===== src/rtl/gc_defs.sv =====
// Shared definitions for the GameCube controller I2C front end:
// command bytes, neutral report, loader state encodings and read-map indices.
package gc_defs;

    localparam logic [7:0]  CMD_LOAD         = 8'h00;
    localparam logic [7:0]  CMD_NEUTRAL      = 8'h01;
    localparam logic [63:0] GC_NEUTRAL_STATE = 64'h0080_8080_8080_0000;
    localparam int          STATE_BYTES      = 8;

    typedef enum logic [2:0] {
        S_IDLE    = 3'd0,
        S_CMD     = 3'd1,
        S_LOAD    = 3'd2,
        S_NEUT    = 3'd3,
        S_DISCARD = 3'd4
    } loader_state_e;

    localparam logic [1:0] RD_IDX_STATUS = 2'd0;
    localparam logic [1:0] RD_IDX_POLL   = 2'd1;
    localparam logic [1:0] RD_IDX_STATE  = 2'd2;
    localparam logic [1:0] RD_IDX_LAST   = 2'd3;

endpackage


===== src/rtl/gc_state_loader.sv =====
// Assembles I2C write payloads into a shadow report and commits it atomically on STOP;
// also serves a small read map (status, poll counter, first report byte).
//
// state     | meaning
// S_IDLE    | no transaction open; written bytes ignored
// S_CMD     | START seen, waiting for the command byte
// S_LOAD    | collecting report bytes into the shadow
// S_NEUT    | neutral command received, restore on STOP
// S_DISCARD | malformed transaction, flag error on STOP
module gc_state_loader
    import gc_defs::*;
#(
    parameter logic [63:0] NEUTRAL_STATE = GC_NEUTRAL_STATE
) (
    input  logic        clk,
    input  logic        reset,
    input  logic        i2c_start,
    input  logic        i2c_stop,
    input  logic        i2c_wr_strobe,
    input  logic [7:0]  i2c_wr_data,
    input  logic        i2c_rd_strobe,
    output logic [7:0]  i2c_rd_data,
    input  logic        rumble,
    input  logic        poll_seen,
    output logic [63:0] controller_state,
    output logic        commit_err
);

    localparam logic [3:0] FULL_CNT = 4'(STATE_BYTES);

    loader_state_e state;
    logic [63:0]   shadow;
    logic [3:0]    byte_cnt;
    logic [7:0]    poll_cnt;
    logic [1:0]    rd_ptr;

    always_ff @(posedge clk) begin
        if (reset) begin
            state            <= S_IDLE;
            shadow           <= '0;
            byte_cnt         <= '0;
            poll_cnt         <= '0;
            rd_ptr           <= '0;
            commit_err       <= 1'b0;
            controller_state <= NEUTRAL_STATE;
            i2c_rd_data      <= '0;
        end else begin
            if (poll_seen)
                poll_cnt <= poll_cnt + 8'd1;

            // Registered read mux reflects the pointer as of the previous edge.
            case (rd_ptr)
                RD_IDX_STATUS: i2c_rd_data <= {6'b0, commit_err, rumble};
                RD_IDX_POLL:   i2c_rd_data <= poll_cnt;
                RD_IDX_STATE:  i2c_rd_data <= controller_state[63:56];
                default:       i2c_rd_data <= 8'hFF;
            endcase

            if (i2c_rd_strobe && rd_ptr != RD_IDX_LAST)
                rd_ptr <= rd_ptr + 2'd1;

            // STOP is handled before a coincident START so a complete payload still commits.
            if (i2c_stop && state != S_IDLE) begin
                state <= S_IDLE;
                case (state)
                    S_LOAD: begin
                        if (byte_cnt == FULL_CNT) begin
                            controller_state <= shadow;
                            commit_err       <= 1'b0;
                        end else begin
                            commit_err <= 1'b1;
                        end
                    end
                    S_NEUT: begin
                        controller_state <= NEUTRAL_STATE;
                        commit_err       <= 1'b0;
                    end
                    S_DISCARD: commit_err <= 1'b1;
                    default: ;
                endcase
            end

            if (i2c_start) begin
                state    <= S_CMD;
                byte_cnt <= '0;
                shadow   <= '0;
                rd_ptr   <= '0;
            end else if (!i2c_stop && i2c_wr_strobe) begin
                case (state)
                    S_CMD: begin
                        if (i2c_wr_data == CMD_LOAD)
                            state <= S_LOAD;
                        else if (i2c_wr_data == CMD_NEUTRAL)
                            state <= S_NEUT;
                        else
                            state <= S_DISCARD;
                    end
                    S_LOAD: begin
                        if (byte_cnt == FULL_CNT) begin
                            state <= S_DISCARD;
                        end else begin
                            shadow   <= {shadow[55:0], i2c_wr_data};
                            byte_cnt <= byte_cnt + 4'd1;
                        end
                    end
                    S_NEUT:  state <= S_DISCARD;
                    default: ;
                endcase
            end
        end
    end

endmodule


===== config.mk =====
export PLATFORM = sky130hd
export DESIGN_NAME = gc_state_loader
export DESIGN_NICKNAME = d
export VERILOG_FILES = /design/src/rtl/gc_defs.sv /design/src/rtl/gc_state_loader.sv
export SDC_FILE = /design/constraint.sdc
export NUM_CORES = 1
export LEC_CHECK = 0
export ABC_AREA = 1
export CAP_MARGIN = 20
export CORE_ASPECT_RATIO = 1.2
export CORE_MARGIN = 5
export CORE_UTILIZATION = 54
export CTS_BUF_LIST = sky130_fd_sc_hd__clkbuf_16
export DETAILED_ROUTE_END_ITERATION = 8
export GPL_TIMING_DRIVEN = 1
export PLACE_DENSITY = 0.9
export SYNTH_ARGS = -nofsm -noshare
export SYNTH_HDL_FRONTEND = slang
export SYNTH_SLANG_ARGS = --single-unit

===== constraint.sdc =====
create_clock -name clk -period 1.7 [get_ports clk]
set_input_delay 0.34 -clock clk [delete_from_list [all_inputs] [get_ports clk]]
set_output_delay 0.34 -clock clk [all_outputs]
set_load 0.005 [all_outputs]

==> impl_metrics.ini <==
[status]
outcome = completed

[critical_path]
critPathTopFamily = buffers and inverters
crit_slowest_cell = clkdlybuf4s50_1
worstPathRequired_ps = 1360
crit_arrival_ps = 1320
worst-path-buf-inv = 1
slowest_delay_ps = 520
crit_type = reg2out
cp_max_fo = 3
path_cells = clkdlybuf4s50_1
worstSetupStartpointType = register
end_kind = output pin

[global_route]
grt_usage_pct = 22.4
antenna_found_initial = 0
grt_overflow = 0
grt_pass1_wl_um = 24200
grt_pass1_vias = 5127
grt_max_degree = 57

[layout]
areaGrowthSynthToFinish_pct = 28.8
finalInstanceArea_mm2 = 0.00774
antennaDiodeCount = 0
nFillCells = 807
fin_util_pct = 70.5
final_layout_size_suffix_gt1_share_pct = 8.47
layout.nets = 895

[timing]
fmax_ghz = 0.602
report.final.slew_viol_count = 0
setup_viol = 0
fin_ws_ps = 39.4
fin_setup_tns_ps = 0
skew_ps = 7.83
rsz0062_at_grt = true
fin_crit_ps = 1660
hold_violations = 0
period_share_pct = 97.7
slew-limit-headroom_pct = 64.0
worst_slew_pin_slew_ps = 539

[pwr]
vdd_drop_max_uv = 615
cellLeakagePower_nw = 2.94
p_per_area_mw_per_mm2 = 988

[place]
placed_cell_area_mm2 = 0.00707
port_buffers = 88
gp_congestion = 0.841
post-place-ws_ps = -187
dp_hpwl_um = 9850

[logic_synthesis]
ys_seq_area_share_pct = 51.3
yosysTopAreaCellShare_pct = 51.3
synthTopCellsByCount = 154 x dfxtp_1, 149 x nand2_1, 115 x a21oi_1, 96 x o21ai_0, 85 x nor2_1
synth_top_cell_by_area = dfxtp_1
synth_edf_count = 0
synth.area.top_cells = dfxtp_1 51%, a21oi_1 9.6%, nand2_1 9.3%
synth_warnings = 0
synth.most_common_cell = dfxtp_1
ys_seq_elements = 154
synth.avg_cell_area_um2 = 7.61
synth_ff_type = dfxtp_1
synth_cells = 790
yosysUniqueCellTypes = 28
syn_nets = 813
synthArstFlopShare_pct = 0
synth_area_mm2 = 0.00601

[detailed_routing]
ant_nets = 0
first_iter_violations = 413
totalWireLength_um = 15300
wl_per_cell_um = 15.1
routed_via_density = 5.49
drcViolationCount = 0
num_vias = 5586
dr.pass1.iters = 5

[floorplanning]
die_area_mm2 = 0.0133
ios = 89
initial_utilization_pct = 54.7
rows = 42
die_w_um = 106
core_mm2 = 0.0110
die_y_um = 126

[run]
maxCapViolations = 0

[hold_path]
hold_path.class = in2reg

[cts]
cts_tree = done
clock-sinks = 154
numCtsBuffers = 17
htree_levels = 4
cts_root_buffer = clkbuf_16
clk_latency_ps = 420
clk_pin_slew_ps = 60
cts_buffer_depth = 2
## through the flow
| step | power (W) | hold slack, ps | std cells |
|---|---|---|---|
| 2_1_floorplan | 0.00382 | 430 | 790 |
| 3_3_place_gp | 0.00391 | 439 | 983 |
| 3_5_place_dp | 0.00392 | 450 | 983 |
| 4_1_cts | 0.00767 | 361 | 1015 |
| 5_1_grt | 0.00787 | 385 | 1017 |
| 6_report | 0.00765 | 372 | 1017 |
## where the power goes
part	internal, W	total, W	switching [W]
clock network	0.00240	0.00380	0.00140
registers	0.00362	0.00363	0.0000118
logic	0.0000816	0.000221	0.000139
## worst paths after layout
kind,startpoint,end,slack (ps),depth (start not counted)
setup / recovery,controller_state[63]$_SDFFE_PP0P_,controller_state[63],40,1
hold / removal,reset,shadow[16]$_SDFFE_PP0P_,370,4
setup reg to reg,byte_cnt[1]$_SDFFE_PP0P_,controller_state[57]$_SDFFE_PP0P_,60,10
hold reg to reg,controller_state[43]$_SDFFE_PP0P_,controller_state[43]$_SDFFE_PP0P_,460,2
## area by class of cell
class                   instances  area, um2  area share [%]
inverters                      74        278            3.59
clock buffers                  17        425            5.50
clock inverters                15        166            2.15
repair buffers                114       1180            15.3
well taps                     132        165            2.13
multi-input cells             511       2430            31.4
flip-flops and latches        154       3090            39.9
## layer usage
metal | track usage [%] | wire [um]
met1 | 28.0 | 6550
met2 | 36.9 | 7550
met3 | 5.88 | 903
met4 | 8.84 | 331
met5 | 0 | 0
## sequential cells by signal, indices dropped and copies added, names as in the netlist
signal and flops:
rd_ptr 2, state 3, shadow 64, i2c_rd_data 8
byte_cnt 4, commit_err 1, controller_state 64, poll_cnt 8
## timing repair
item | CTS | global route
gates cloned | 0 | 1
gates resized for setup | 1 | 17
endpoints found under the setup margin | 1 | 114
pin swaps | 0 | 2
hold buffers | 0 | 0
setup buffers | 0 | 1
endpoints found under the hold margin | 0 | 0
## kinds of logic (layout without fill, tap and decap cells)
kind of cell               after synthesis  in the layout  share of synthesized area, %
and+or+nand+nor                        269            269                          18.1
AOI/OAI and AO/OA                      234            234                          19.9
xor gates and xnor gates                 1              1                         0.146
DFF                                    154            154                          51.3
buffers and inverters                  125            220                          9.10
adders and majority gates                7              7                          1.46
## cells in the final DEF (no fill, tap or decap), types with 2 or more instances in the layout
cell / n
inv_2: 3
a21oi_1: 114
clkdlybuf4s50_1: 85
nor2_4: 4
a211oi_1: 6
buf_12: 7
o21ai_1: 13
clkbuf_16: 18
nand3_1: 18
nand2_4: 2
nand2_1: 148
ha_1: 7
buf_4: 17
dfxtp_2: 7
bufinv_16: 4
a31oi_1: 2
nand3_2: 3
nor3_1: 4
nand2_2: 2
inv_1: 74
o21ai_0: 96
dfxtp_1: 147
nor2_1: 85
clkinv_1: 6
(Power assumes the default switching activity.)
